`src/rtl/rgbw_tx_sched.sv`:
```
// rgbw_tx_sched
//   Output-side controller for the RGB->RGBW path. Pops 32-bit words from the
//   capture FIFO, converts GRB pixels to GRBW (optional white extraction) and
//   serialises the 32 result bits MSB first to the LED bit transmitter over a
//   valid/ready handshake. Stream-reset words produce a latch gap of
//   RESET_CLKS clocks, after which the per-frame pixel count is cleared.
//
// Parameters
//   RESET_CLKS  latch-gap length in clocks (>= 2)
//   EN_WHITE    1: W = min(G,R,B) subtracted from each colour; 0: W = 0
//   CNT_W       width of pixel_count
//
// Ports
//   clk, rst     clock, asynchronous active-high reset
//   fifo_empty   input FIFO empty
//   fifo_rd      pop pulse; fifo_data valid on the following cycle
//   fifo_data    [31] valid, [30] stream_reset, [23:0] received bits (G,R,B,
//                bit 8n is the MSB of byte n)
//   tx_valid     bit offered to transmitter
//   tx_bit       offered bit value, held until accepted
//   tx_ready     transmitter accepts
//   line_rst     high for the whole latch gap
//   frame_done   one-cycle pulse on the last gap cycle
//   pixel_count  pixels sent since the last gap, saturating
//   busy         controller not idle
module rgbw_tx_sched #(
  parameter int unsigned RESET_CLKS = 7680,
  parameter bit          EN_WHITE   = 1'b1,
  parameter int unsigned CNT_W      = 16
) (
  input  logic             clk,
  input  logic             rst,
  input  logic             fifo_empty,
  output logic             fifo_rd,
  input  logic [31:0]      fifo_data,
  output logic             tx_valid,
  output logic             tx_bit,
  input  logic             tx_ready,
  output logic             line_rst,
  output logic             frame_done,
  output logic [CNT_W-1:0] pixel_count,
  output logic             busy
);

  localparam int unsigned GAP_W = $clog2(RESET_CLKS);

  typedef enum logic [1:0] {
    S_IDLE,
    S_READ,
    S_SHIFT,
    S_GAP
  } state_t;

  state_t           state, state_nx;
  logic [31:0]      shreg;
  logic [4:0]       bit_cnt;
  logic [GAP_W-1:0] gap_cnt;

  logic             word_valid;
  logic             word_srst;
  logic             transfer;
  logic             last_bit;
  logic             gap_end;
  logic [7:0]       col_g, col_r, col_b, col_w;
  logic [31:0]      pix_word;

  // Received bytes arrive LSB-first relative to colour significance.
  function automatic logic [7:0] rev8(input logic [7:0] v);
    logic [7:0] r;
    r = '0;
    for (int unsigned i = 0; i < 8; i++) begin
      r[i] = v[7-i];
    end
    return r;
  endfunction

  assign word_valid = fifo_data[31];
  assign word_srst  = fifo_data[30];
  assign transfer   = (state == S_SHIFT) && tx_ready;
  assign last_bit   = (bit_cnt == 5'd31);
  assign gap_end    = (gap_cnt == '0);

  // Pixel decode and white extraction
  always_comb begin
    col_g = rev8(fifo_data[7:0]);
    col_r = rev8(fifo_data[15:8]);
    col_b = rev8(fifo_data[23:16]);
    col_w = '0;
    if (EN_WHITE) begin
      col_w = col_g;
      if (col_r < col_w) col_w = col_r;
      if (col_b < col_w) col_w = col_b;
    end
    pix_word = {col_g - col_w, col_r - col_w, col_b - col_w, col_w};
  end

  // State register
  always_ff @(posedge clk or posedge rst) begin
    if (rst) begin
      state <= S_IDLE;
    end else begin
      state <= state_nx;
    end
  end

  // Next-state logic
  always_comb begin
    state_nx = state;
    unique case (state)
      S_IDLE:  if (!fifo_empty) state_nx = S_READ;
      S_READ: begin
        if (!word_valid)    state_nx = S_IDLE;
        else if (word_srst) state_nx = S_GAP;
        else                state_nx = S_SHIFT;
      end
      S_SHIFT: if (transfer && last_bit) state_nx = S_IDLE;
      S_GAP:   if (gap_end) state_nx = S_IDLE;
      default: state_nx = S_IDLE;
    endcase
  end

  // Outputs. fifo_rd is gated by rst so the FIFO is never popped while the
  // controller is held in reset.
  always_comb begin
    fifo_rd    = (state == S_IDLE) && !fifo_empty && !rst;
    tx_valid   = (state == S_SHIFT);
    tx_bit     = (state == S_SHIFT) && shreg[31];
    line_rst   = (state == S_GAP);
    frame_done = (state == S_GAP) && gap_end;
    busy       = (state != S_IDLE);
  end

  // Datapath: shift register, bit/gap counters, pixel count
  always_ff @(posedge clk or posedge rst) begin
    if (rst) begin
      shreg       <= '0;
      bit_cnt     <= '0;
      gap_cnt     <= '0;
      pixel_count <= '0;
    end else begin
      unique case (state)
        S_READ: begin
          if (word_valid && word_srst) begin
            gap_cnt <= GAP_W'(RESET_CLKS - 1);
          end else if (word_valid) begin
            shreg   <= pix_word;
            bit_cnt <= '0;
          end
        end
        S_SHIFT: begin
          if (transfer) begin
            shreg   <= {shreg[30:0], 1'b0};
            bit_cnt <= bit_cnt + 5'd1;
            if (last_bit && (pixel_count != '1)) begin
              pixel_count <= pixel_count + CNT_W'(1);
            end
          end
        end
        S_GAP: begin
          if (gap_end) begin
            pixel_count <= '0;
          end else begin
            gap_cnt <= gap_cnt - GAP_W'(1);
          end
        end
        default: ;
      endcase
    end
  end

endmodule

```
`config.mk`:
```
export PLATFORM = sky130hd
export DESIGN_NAME = rgbw_tx_sched
export DESIGN_NICKNAME = d
export VERILOG_FILES = /design/src/rtl/rgbw_tx_sched.sv
export SDC_FILE = /design/constraint.sdc
export NUM_CORES = 1
export LEC_CHECK = 0
export CAP_MARGIN = 0
export CORE_ASPECT_RATIO = 1.1
export CORE_MARGIN = 5
export CORE_UTILIZATION = 30
export CTS_CLUSTER_SIZE = 28
export DETAILED_ROUTE_END_ITERATION = 6
export GPL_TIMING_DRIVEN = 0
export MAX_ROUTING_LAYER = met4
export PLACE_DENSITY = 0.52
export SETUP_SLACK_MARGIN = 0.1
export SLEW_MARGIN = 20
export SYNTH_ARGS = -nofsm -noshare
export SYNTH_HDL_FRONTEND = slang
export SYNTH_SLANG_ARGS = --single-unit
```
`constraint.sdc`:
```
create_clock -name clk -period 4.4 [get_ports clk]
set_input_delay 0.44 -clock clk [delete_from_list [all_inputs] [get_ports clk]]
set_output_delay 0.44 -clock clk [all_outputs]
set_load 0.02 [all_outputs]
```
# Word-level counts from Yosys, hierarchy flattened
# Index checks and enable logic that the tools add are counted.
[totals]
inputBits = 36
reg_bits = 68
elab_cells = 70
[op_classes]
eq_ne = 14
magnitude_cmp = 2
reduce_logical = 20
n_addsub = 6
mux = 23
[op_table]
columns = ["operator", "count"]
rows = [
  ["$mux 32", 3],
  ["$pmux 32 s2", 1],
  ["$mux 16", 3],
  ["$pmux 16 s2", 1],
  ["$mux 13", 2],
  ["$pmux 13 s2", 1],
  ["$sub 8x8->8", 3],
  ["$add 16x1->16 const B", 1],
  ["$lt 8x8->1", 2],
  ["$mux 8", 2],
  ["$ne 16x16->1 const B", 1],
  ["$mux 5", 3],
  ["$logic_not 13->1", 1],
  ["$sub 13x1->13 const B", 1],
  ["$ne 2x2->1 const B", 5],
  ["$pmux 5 s2", 1],
  ["$logic_and 1x1->1", 8],
  ["$mux 2", 4],
  ["$ne 2x1->1 const B", 4],
  ["$pmux 2 s4", 1],
  ["$reduce_and 4->1", 2],
  ["$reduce_bool 2->1", 4],
  ["$reduce_and 3->1", 2],
  ["$add 5x1->5 const B", 1],
  ["other kinds (6)", 8],
]

# Logic depth before layout (Yosys ltp)
# Gate-level depths: netlist (run 1).
[depth]
depth_word = 8
ltp_mapped = 27
mapped_depth_nobuf = 25

# Worst setup path before layout (run 1)
# No wires, ideal clock.
[synth_timing]
path_kind = "input-to-reg"
start = "input fifo_data[5]"
end = "register shreg[14]"
t_required_ns = 4.331
cell_stages = 25
setup_time_ns = 0.069
setup_slack_ns = -1.022
t_arrival_ns = 5.353
path_cell_list = "clkbuf_1 -> inv_1 -> ha_1 -> a211oi_1 -> o21ai_1 -> a21oi_2 -> buf_2 -> a21oi_1 -> ha_1 -> and3_1 -> nand3_1 -> a211o_1 -> o21ai_2 -> nor2_2 -> o21ai_0 -> ha_1 -> inv_1 -> ha_1 -> a21oi_1 -> o21ai_0 -> a31oi_1 -> a2111oi_0 -> or3_1 -> a21oi_1 -> nand3b_1"
[synth_between]
elab_chain_len = 8
[synth_lines]
columns = ["element", "line", "rtl"]
rows = [
  ["from (decl)", "35", "input logic [31:0] fifo_data,"],
  ["$lt 8x8->1", "91", "if (col_r < col_w) col_w = col_r;"],
  ["$mux 8 (*)", "91", ""],
  ["$lt 8x8->1", "92", "if (col_b < col_w) col_w = col_b;"],
  ["$mux 8 (*)", "92", ""],
  ["$sub 8x8->8 (*)", "94", "pix_word = {col_g - col_w, col_r - col_w, col_b - col_w, col_w};"],
  ["$mux 32 (*)", "145", "end else if (word_valid) begin"],
  ["$mux 32 (*)", "143", "if (word_valid && word_srst) begin"],
  ["$pmux 32 s2 (*)", "141", "unique case (state)"],
  ["to (signal assigned)", "146", "shreg <= pix_word;"],
  ["to (signal assigned)", "152", "shreg <= {shreg[30:0], 1'b0};"],
  ["to (decl)", "55", "logic [31:0] shreg;"],
]
# Every way passes the cells marked *; elsewhere a longest branch is shown, timed or not. The select of a mux whose other input is x is not followed.
# A chain may end at the register's enable or synchronous reset.

# Worst setup path in the final report (run 1)
# Same ends and word-level chain as after synthesis.

==> impl_metrics.py, run 1 <==
metrics = {
    "cts": {
        "clkTransAtPathRegs_ps": 60,
        "clock_latency_ps": 330,
        "clock-sinks": 68,
        "cts_buffer_depth": 2,
        "cts_made_buffers": 9,
        "cts_root_buffer": "clkbuf_16",
        "cts_tree": "built",
        "htreeDepth": 3,
    },
    "critical_path": {
        "r2r-start": "gap_cnt[6]",
        "cp_max_fo": 4,
        "cp.arrival_ps": 4660,
        "slowest_stage": "or3_4",
        "worst_path_most_repeated_cell": "ha_4",
        "crit_type": "input port to flip-flop",
        "end_kind": "flip-flop",
        "r2r-end": "pixel_count[12]",
        "max_stage_delay_ps": 410,
        "crit_buf_inv": 4,
        "crit_family": "compound AO/OA/AOI/OAI gates",
        "crit_required_ps": 4660,
        "setup.worst_path.start_class": "input port",
        "rr_worst_depth": 10,
        "reg2reg_slack_ps": 1090,
    },
    "drt": {
        "vias_per_cell": 5.39,
        "drt_wl_total_um": 15200,
        "wl_per_cell_um": 17.4,
        "drt_first_pass_iters": 5,
        "drt_iter0_drc": 167,
        "drc": 0,
        "final_antenna_net_count": 0,
        "via_count": 4710,
    },
    "timing": {
        "period_needed_ps": 4400,
        "max-slew-margin-rel": 0.551,
        "max_slew.worst_pin.slew_ps": 654,
        "hold_slack_ps": 427,
        "min_period_over_period": 0.999,
        "finalSetupViolCount": 0,
        "clock.fmax_ghz": 0.227,
        "finalMaxSlewViolations": 0,
        "rsz0062_at_grt": "yes",
        "finClkSkew_ps": 7.48,
        "final_hold_viol_count": 0,
    },
    "cells_and_area": {
        "design_area_um2": 6640,
        "area_growth_syn_to_layout_pct": 35.1,
        "finalNonFillerCells": 874,
        "nets": 726,
        "layout_common_cells": "dfrtp_1, nor2_1, nand2_1, o21ai_0, clkdlybuf4s50_1",
        "drive_gt1_frac": 0.233,
        "layout_commonest_cell": "dfrtp_1",
        "num_antenna_cells": 0,
    },
    "floorplan": {
        "rows": 49,
        "core-area_um2": 16200,
        "initial_utilization": 0.303,
        "fp.dieW_um": 132,
        "die_h_um": 144,
        "dieArea_um2": 19000,
        "ios": 58,
    },
    "power_and_ir_drop": {
        "p_leak_nw": 2.76,
        "clkPwrFrac": 0.319,
        "internal_power_w": 0.00134,
        "pwr-share-comb": 0.374,
        "p_total_w": 0.00204,
        "power_density_nw_per_um2": 307,
        "seq_power_share": 0.307,
        "swShare": 0.344,
        "switchingPower_w": 0.000702,
        "peakVddDrop_v": 0.000159,
    },
    "place": {
        "gp_congestion": 0.983,
        "dpl_cell_area_um2": 5880,
        "dpl.hpwl_um": 11500,
        "dp.cells": 837,
        "numPortBuffers": 50,
    },
    "yosys": {
        "synth-async-reset-ratio": 1.00,
        "synthFlopType": "dfrtp_1",
        "syn_area_um2": 4920,
        "synth_area_per_cell_um2": 8.45,
        "synth-seq-area-share": 0.346,
        "ys_ff_latch": 68,
        "yosysWarnings": 0,
        "synth_fp_nets": 643,
        "synth_cells": 582,
        "synth-edff-count": 0,
        "ys_types": 69,
    },
    "global_route": {
        "grt_start_max_net_pins": 53,
        "grt-ovfl-total": 0,
        "grt_pass1_vias": 4794,
        "antenna_found_initial": 0,
        "grt_usage": 0.168,
        "grt_pass1_wl_um": 25200,
    },
    "min_path": {
        "hold_class": "input port to async pin",
    },
    "status": {
        "status": "complete, no violations",
    },
    "flow_run": {
        "drv_cap": 0,
    },
}
-- cell families after synthesis --
family | Yosys count | synth area share
adder cells (fa/ha/maj) | 30 | 0.0746
flip-flops | 68 | 0.346
buffers and inverters | 54 | 0.0468
multiplexers | 10 | 0.0214
XOR/XNOR | 41 | 0.0730
AND/OR/NAND/NOR | 221 | 0.227
AO/OA/AOI/OAI | 158 | 0.211
-- metal layers --
| metal | share of wire | track usage |
|---|---|---|
| met3 | 0.038 | 0.0230 |
| met4 | 0.036 | 0.0780 |
| met1 | 0.44 | 0.205 |
| met5 | 0 | - |
| met2 | 0.48 | 0.278 |
-- worst max-delay path by stage --
stage                end  depth (start not counted)  slack [ps]    startpoint
2_1_floorplan  shreg[29]                         25        -150  fifo_data[5]
3_3_place_gp   shreg[31]                         26       -1720  fifo_data[4]
3_5_place_dp   shreg[31]                         26       -1740  fifo_data[4]
4_1_cts        shreg[29]                         26         -50  fifo_data[5]
5_1_grt        shreg[14]                         26        -180  fifo_data[5]
6_report       shreg[14]                         26           3  fifo_data[5]
-- final cells by class --
cell class,instances,area [um^2]
repair buffers,72,646
multi-input cells,460,3480
fillers,1630,9600
plain buffers,22,160
clock inverters,7,43.8
well taps,204,255
flip-flops and latches,68,1700
clock buffers,9,225
inverters,32,133
-- registers in the layout (all words and copies together) (netlist names) --
signal       flops
bit_cnt          5
gap_cnt         13
pixel_count     16
shreg           32
state            2
-- Yosys cell counts (all sizes together) (3+ instances only) --
cell type / instances / area share
dfrtp: 68 / 0.35
nor2: 65 / 0.050
o21ai: 49 / 0.051
nand2: 46 / 0.039
a21oi: 36 / 0.039
inv: 32 / 0.024
nand3: 27 / 0.027
xnor2: 26 / 0.046
ha: 25 / 0.064
nor3: 22 / 0.028
clkbuf: 17 / 0.013
a22oi: 16 / 0.024
xor2: 15 / 0.027
and3: 9 / 0.011
mux2i: 9 / 0.019
a31oi: 8 / 0.010
and2: 8 / 0.010
or3: 8 / 0.010
nor2b: 7 / 0.0089
nand2b: 6 / 0.0076
o211ai: 6 / 0.010
or2: 6 / 0.0076
a211oi: 5 / 0.0076
buf: 5 / 0.0094
maj3: 5 / 0.011
a21o: 4 / 0.0061
and4: 4 / 0.0071
o21a: 4 / 0.0064
nand4: 3 / 0.0038
nand4b: 3 / 0.0053
o221a: 3 / 0.0069
o22ai: 3 / 0.0038
o31a: 3 / 0.0053
o31ai: 3 / 0.0046
-- through the flow --
step	setup TNS [ps]	utilization	worst slack (ps)
floorplan	-411	-	-151
global placement	-29450	0.360	-1720
detailed placement	-30380	0.362	-1740
CTS	-49.0	0.403	-49.0
global route	-649	0.409	-179
finish	0	0.409	2.82
-- power by group through the flow --
stage / Combinational [W] / Sequential, W / Clock, W
after floorplan: 0.000435 / 0.000637 / 0
after global placement: 0.000592 / 0.000637 / 0
after detailed placement: 0.000600 / 0.000637 / 0
after CTS: 0.000719 / 0.000625 / 0.000669
after global routing: 0.000822 / 0.000625 / 0.000699
final: 0.000762 / 0.000626 / 0.000652
-- repair_timing --
action,in CTS,in global routing
hold buffers,0,0
buffers inserted,19,2
gates cloned,0,0
pin swaps,25,29
gates resized for setup,118,29
endpoints found under the setup margin,26,11
Note: power is estimated with default switching activity, not from simulation.
==> run 2, diff against run 1 <==
--- a/config.mk
+++ b/config.mk
@@ -14,6 +14,7 @@
 export GPL_TIMING_DRIVEN = 0
 export MAX_ROUTING_LAYER = met4
 export PLACE_DENSITY = 0.52
+export REMOVE_ABC_BUFFERS = 1
 export SETUP_SLACK_MARGIN = 0.1
 export SLEW_MARGIN = 20
 export SYNTH_ARGS = -nofsm -noshare
==> run 2 against run 1 <==
- the run now ends with negative setup slack left
- utilization increased by 1.0 points
- clock power grew 9.2%
- final cell count fell by 1.0%
- maximum frequency decreased by 0.59%
- global-route usage down 0.77 points
- count of clock-buffer cells in the layout grew 3
- die area did not move
- total power up 5.4%
- sequential power hardly changed
- largest cell class unchanged
==> impl_metrics.py, run 2 (synthesized netlist as in run 1, its figures left out) <==
metrics = {
    "cts": {
        "clock-sinks": 68,
        "htreeDepth": 3,
        "clock_latency_ps": 330,
        "cts_made_buffers": 9,
        "cts_buffer_depth": 2,
        "clkTransAtPathRegs_ps": 60,
        "cts_root_buffer": "clkbuf_16",
        "cts_tree": "built",
    },
    "place": {
        "pre_cts_slack_ps": -3190,
        "dpl_cell_area_um2": 5620,
        "dpl.hpwl_um": 10200,
        "numPortBuffers": 51,
        "gp_congestion": 0.893,
    },
    "cells_and_area": {
        "layout_common_cells": "dfrtp_1, nor2_1, nand2_1, o21ai_0, clkdlybuf4s50_1",
        "design_area_um2": 6810,
        "layout_commonest_cell": "dfrtp_1",
        "drive_gt1_frac": 0.256,
        "num_antenna_cells": 0,
        "nFillCells": 1566,
        "largest_reg_flops": 32,
        "nets": 717,
        "largest_register": "shreg",
        "reg.largest.list": "shreg x32, pixel_count x16, gap_cnt x13",
        "area_growth_syn_to_layout_pct": 38.6,
    },
    "drt": {
        "via_count": 4638,
        "final_antenna_net_count": 0,
        "drc": 0,
        "drt_iter0_drc": 251,
        "drt_first_pass_iters": 4,
        "drt_wl_total_um": 15000,
        "wl_per_cell_um": 17.4,
        "vias_per_cell": 5.36,
    },
    "timing": {
        "max-slew-margin-rel": 0.297,
        "final_hold_viol_count": 0,
        "rsz0062_at_grt": "yes",
        "finalSetupViolCount": 2,
        "finClkSkew_ps": 5.31,
        "timing.setup.tns_ps": -34.1,
        "hold_slack_ps": 460,
        "clock.fmax_ghz": 0.226,
        "min_period_over_period": 1.01,
        "period_needed_ps": 4420,
        "finalWorstSetupSlack_ps": -23.2,
        "max_slew.worst_pin.slew_ps": 1050,
        "finalMaxSlewViolations": 0,
    },
    "floorplan": {
        "initial_utilization": 0.303,
        "fp.dieW_um": 132,
        "ios": 58,
        "dieArea_um2": 19000,
        "rows": 49,
        "core-area_um2": 16200,
        "die_h_um": 144,
    },
    "global_route": {
        "use_met1": 0.200,
        "grtUsageMet3": 0.0244,
        "grt_usage": 0.161,
        "grt_start_max_net_pins": 47,
        "antenna_found_initial": 0,
        "grt_pass1_vias": 4656,
        "top_usage_layer": "met2",
        "grt_pass1_wl_um": 24200,
        "grt-ovfl-total": 0,
        "met2_usage": 0.264,
    },
    "critical_path": {
        "crit_type": "input port to flip-flop",
        "end_kind": "flip-flop",
        "timing.critical_path.to": "shreg[14]",
        "setup.worst_path.start_class": "input port",
        "r2r-start": "gap_cnt[6]",
        "cp.arrival_ps": 4690,
        "reg2reg_slack_ps": 850,
        "rr_worst_depth": 10,
        "crit_required_ps": 4670,
        "cp_max_fo": 4,
        "r2r-end": "pixel_count[11]",
        "crit_start": "fifo_data[5]",
    },
    "status": {
        "status": "complete, but fails checks",
        "violations": "negative setup slack",
    },
    "power_and_ir_drop": {
        "peakVddDrop_v": 0.000147,
        "p_leak_nw": 2.82,
        "power_density_nw_per_um2": 316,
        "p_total_w": 0.00215,
    },
    "min_path": {
        "hold_class": "input port to async pin",
    },
    "flow_run": {
        "drv_cap": 0,
    },
}
-- run 2: changes by cell type in the layout (fill, tap and decap cells not counted), sizes merged --
cell | before | now
buf | 40 | 47
bufinv | 0 | 1
clkbuf | 26 | 12
clkinv | 5 | 3
clkinvlp | 2 | 0
nand2 | 46 | 47
-- run 2: routing by layer --
metal | share of wire | wire [um]
met5 | 0 | 0
met4 | 0.027 | 406
met3 | 0.037 | 554
met2 | 0.48 | 7260
met1 | 0.45 | 6790
-- run 2: how the worst min path moves through the flow --
stage | start | cells after the start | end
2_1_floorplan | shreg[29] | 1 | shreg[29]
3_3_place_gp | shreg[29] | 1 | shreg[29]
3_5_place_dp | shreg[29] | 1 | shreg[29]
4_1_cts | rst | 2 | gap_cnt[1]
5_1_grt | rst | 2 | pixel_count[6]
6_report | rst | 2 | pixel_count[6]
-- run 2: timing repair --
action | in CTS | in global routing
gates resized for setup | 173 | 43
setup endpoints to repair | 32 | 11
pin swaps | 33 | 44
gates cloned | 1 | 0
setup buffers | 16 | 15
hold buffers | 0 | 0
-- run 2: area by class of cell --
type | count | area [um^2] | share of cell area
flip-flops and latches | 68 | 1700 | 0.250
inverters | 32 | 135 | 0.0198
clock inverters | 4 | 48.8 | 0.00716
multi-input cells | 461 | 3630 | 0.532
clock buffers | 12 | 246 | 0.0362
well taps | 204 | 255 | 0.0375
repair buffers | 84 | 798 | 0.117
-- run 2: worst max-delay path: stages --
cell      delay (ps)
buf_12           110
inv_8             50
ha_4             200
a211oi_4         280
o21ai_4          140
a21oi_4          190
buf_6            130
mux2i_4          260
ha_4             160
and3_4           180
nand3_4           90
a211o_1          290
o21ai_4          220
nor2_4            80
o21ai_4          240
ha_4             180
inv_2             40
ha_4             170
a21oi_4          190
nand2_2          110
a21oi_2          190
buf_4            150
nor3_4            40
o31a_1           280
a21oi_1          150
nand3b_1         110
-- run 2: through the flow --
stage | util | instances
2_1_floorplan | - | 560
3_3_place_gp | 0.343 | 815
3_5_place_dp | 0.346 | 817
4_1_cts | 0.398 | 850
5_1_grt | 0.419 | 865
6_report | 0.419 | 865
-- run 2: power breakdown --
group / total, W / internal (W) / switching [W]
registers: 0.000626 / 0.000626 / 0
logic: 0.000813 / 0.000363 / 0.000450
clock network: 0.000712 / 0.000453 / 0.000259
total: 0.00215 / 0.00144 / 0.000708
==> run 3, diff against run 2 <==
--- a/config.mk
+++ b/config.mk
@@ -5,15 +5,16 @@
 export SDC_FILE = /design/constraint.sdc
 export NUM_CORES = 1
 export LEC_CHECK = 0
+export ABC_AREA = 0
 export CAP_MARGIN = 0
 export CORE_ASPECT_RATIO = 1.1
 export CORE_MARGIN = 5
-export CORE_UTILIZATION = 30
+export CORE_UTILIZATION = 25
 export CTS_CLUSTER_SIZE = 28
 export DETAILED_ROUTE_END_ITERATION = 6
 export GPL_TIMING_DRIVEN = 0
 export MAX_ROUTING_LAYER = met4
-export PLACE_DENSITY = 0.52
+export PLACE_DENSITY = 0.46
 export REMOVE_ABC_BUFFERS = 1
 export SETUP_SLACK_MARGIN = 0.1
 export SLEW_MARGIN = 20
==> constraint.sdc (replaced) <==
create_clock -name clk -period 4.4 [get_ports clk]
set_input_delay 0.88 -clock clk [delete_from_list [all_inputs] [get_ports clk]]
set_output_delay 0.88 -clock clk [all_outputs]
set_load 0.02 [all_outputs]
==> run 3 against run 2 <==
- the flow still finishes with violations (negative setup slack)
- sequential power hardly changed
- clock skew hardly changed
- maximum frequency is 7.2% lower
- non-clock buffer count is 12 higher
- flip-flop and latch count stayed put
- critical path depth is 1 lower
- combinational power is 9.7% higher
- die area is 18% higher
- design area is 5.7% higher
- via count is 1.9% higher
- critical path type unchanged
==> impl_metrics.py, run 3 (synthesized netlist as in run 1, its figures left out) <==
metrics = {
    "cells_and_area": {
        "reg.largest.list": "shreg x32, pixel_count x16, gap_cnt x13",
        "area_growth_syn_to_layout_pct": 46.4,
        "layout_commonest_cell": "dfrtp_1",
        "layout_common_cells": "dfrtp_1, nor2_1, nand2_1, buf_4, clkdlybuf4s50_1",
        "design_area_um2": 7200,
        "nFillCells": 1960,
        "num_antenna_cells": 0,
        "drive_gt1_frac": 0.300,
        "largest_reg_flops": 32,
        "largest_register": "shreg",
        "nets": 729,
    },
    "timing": {
        "rsz0062_at_grt": "yes",
        "period_needed_ps": 4760,
        "finalWorstSetupSlack_ps": -364,
        "hold_slack_ps": 501,
        "finClkSkew_ps": 5.11,
        "max-slew-margin-rel": 0.299,
        "clock.fmax_ghz": 0.210,
        "timing.setup.tns_ps": -2440,
        "finalSetupViolCount": 13,
        "final_hold_viol_count": 0,
        "min_period_over_period": 1.08,
        "max_slew.worst_pin.slew_ps": 1050,
        "finalMaxSlewViolations": 0,
    },
    "cts": {
        "clock-sinks": 68,
        "clkTransAtPathRegs_ps": 60,
        "cts_made_buffers": 9,
        "cts_buffer_depth": 2,
        "cts_tree": "built",
        "htreeDepth": 3,
        "cts_root_buffer": "clkbuf_16",
        "clock_latency_ps": 330,
    },
    "critical_path": {
        "setup.worst_path.start_class": "input port",
        "cp_max_fo": 3,
        "cp.arrival_ps": 5030,
        "end_kind": "flip-flop",
        "crit_type": "input port to flip-flop",
        "crit_required_ps": 4670,
    },
    "floorplan": {
        "initial_utilization": 0.256,
        "ios": 58,
        "dieArea_um2": 22600,
        "fp.dieW_um": 144,
        "rows": 53,
        "die_h_um": 157,
        "core-area_um2": 19200,
    },
    "place": {
        "dpl.hpwl_um": 10700,
        "dpl_cell_area_um2": 5670,
        "numPortBuffers": 51,
        "pre_cts_slack_ps": -3570,
        "gp_congestion": 0.906,
    },
    "drt": {
        "drc": 0,
        "drt_wl_total_um": 15400,
        "final_antenna_net_count": 0,
        "wl_per_cell_um": 16.7,
        "via_count": 4726,
        "drt_iter0_drc": 246,
        "vias_per_cell": 5.14,
        "drt_first_pass_iters": 4,
    },
    "status": {
        "violations": "negative setup slack",
        "status": "complete, but fails checks",
    },
    "power_and_ir_drop": {
        "seq_power_share": 0.265,
        "p_total_w": 0.00236,
        "pwr-share-comb": 0.377,
        "clkPwrFrac": 0.358,
        "power_density_nw_per_um2": 328,
        "internal_power_w": 0.00162,
        "swShare": 0.314,
        "switchingPower_w": 0.000742,
        "peakVddDrop_v": 0.000154,
        "p_leak_nw": 2.96,
    },
    "global_route": {
        "grt_start_max_net_pins": 49,
        "grt_pass1_vias": 4806,
        "grt-ovfl-total": 0,
        "grt_pass1_wl_um": 24900,
        "grt_usage": 0.142,
        "antenna_found_initial": 0,
    },
    "min_path": {
        "hold_class": "flip-flop to flip-flop",
    },
    "flow_run": {
        "drv_cap": 0,
    },
}
==> run 3: cell count changes in the layout (fill, tap and decap cells not counted), moves of 4 or more <==
cell / delta
buf_2: -4
buf_6: +12
a21oi_1: -4
nor2_2: +4
buf_4: +5
o21ai_0: -5
nor2_1: -4
a21oi_4: +6
==> run 3: worst max-delay path, cell delays in order <==
cell	delay, ps
buf_12	110
inv_8	40
ha_4	190
a211oi_4	260
o21ai_4	110
a21oi_4	190
buf_6	130
mux2i_4	250
ha_4	160
and3_4	180
nand3_4	80
a211o_1	280
o21ai_4	230
nor2_4	80
nand2_2	90
o21ai_4	90
ha_4	190
inv_4	80
a21oi_4	60
a311o_1	300
o211ai_4	260
a221oi_2	70
or3_1	350
a311oi_2	250
a21o_1	110
==> run 3: layout make-up <==
cell class,count,area (um^2),area share
inverters,32,143,0.0198
flip-flops and latches,68,1700,0.236
well taps,247,309,0.0429
clock inverters,4,95.1,0.0132
repair buffers,96,931,0.129
multi-input cells,461,3760,0.523
clock buffers,12,256,0.0356
==> run 3: what timing repair did <==
item,4_1_cts,5_1_grt
pin swaps,57,50
setup endpoints to repair,32,20
resized for setup,228,42
gates cloned,1,0
setup buffers,33,13
hold buffers,0,0
==> run 3: power by group through the flow <==
stage,clock (W),combinational (W),sequential (W)
2_1_floorplan,0,0.000379,0.000637
3_3_place_gp,0,0.000545,0.000637
3_5_place_dp,0,0.000548,0.000637
4_1_cts,0.000868,0.000797,0.000626
5_1_grt,0.000900,0.000963,0.000625
6_report,0.000846,0.000892,0.000626
==> run 3: final timing paths <==
path	start	end	slack, ps	cells past startpoint
setup / recovery	fifo_data[5]	shreg[29]	-360	25
hold reg to reg	shreg[25]	shreg[25]	500	2
hold / removal	shreg[25]	shreg[25]	500	2
max in group asynchronous	rst	shreg[24]	2980	3
setup reg to reg	state[0]	pixel_count[12]	870	10
min in group asynchronous	rst	gap_cnt[2]	880	2
==> run 3: metal layers <==
layer / track usage / vias up / share of wire
li1: - / 2275 / -
met2: 0.223 / 115 / 0.47
met3: 0.0225 / 32 / 0.043
met1: 0.182 / 2304 / 0.46
met5: - / - / 0
met4: 0.0610 / 0 / 0.031
==> run 3: through the flow <==
stage / cells / util
6_report: 920 / 0.374
3_3_place_gp: 858 / 0.293
3_5_place_dp: 860 / 0.295
4_1_cts: 910 / 0.360
5_1_grt: 920 / 0.374
2_1_floorplan: 560 / -
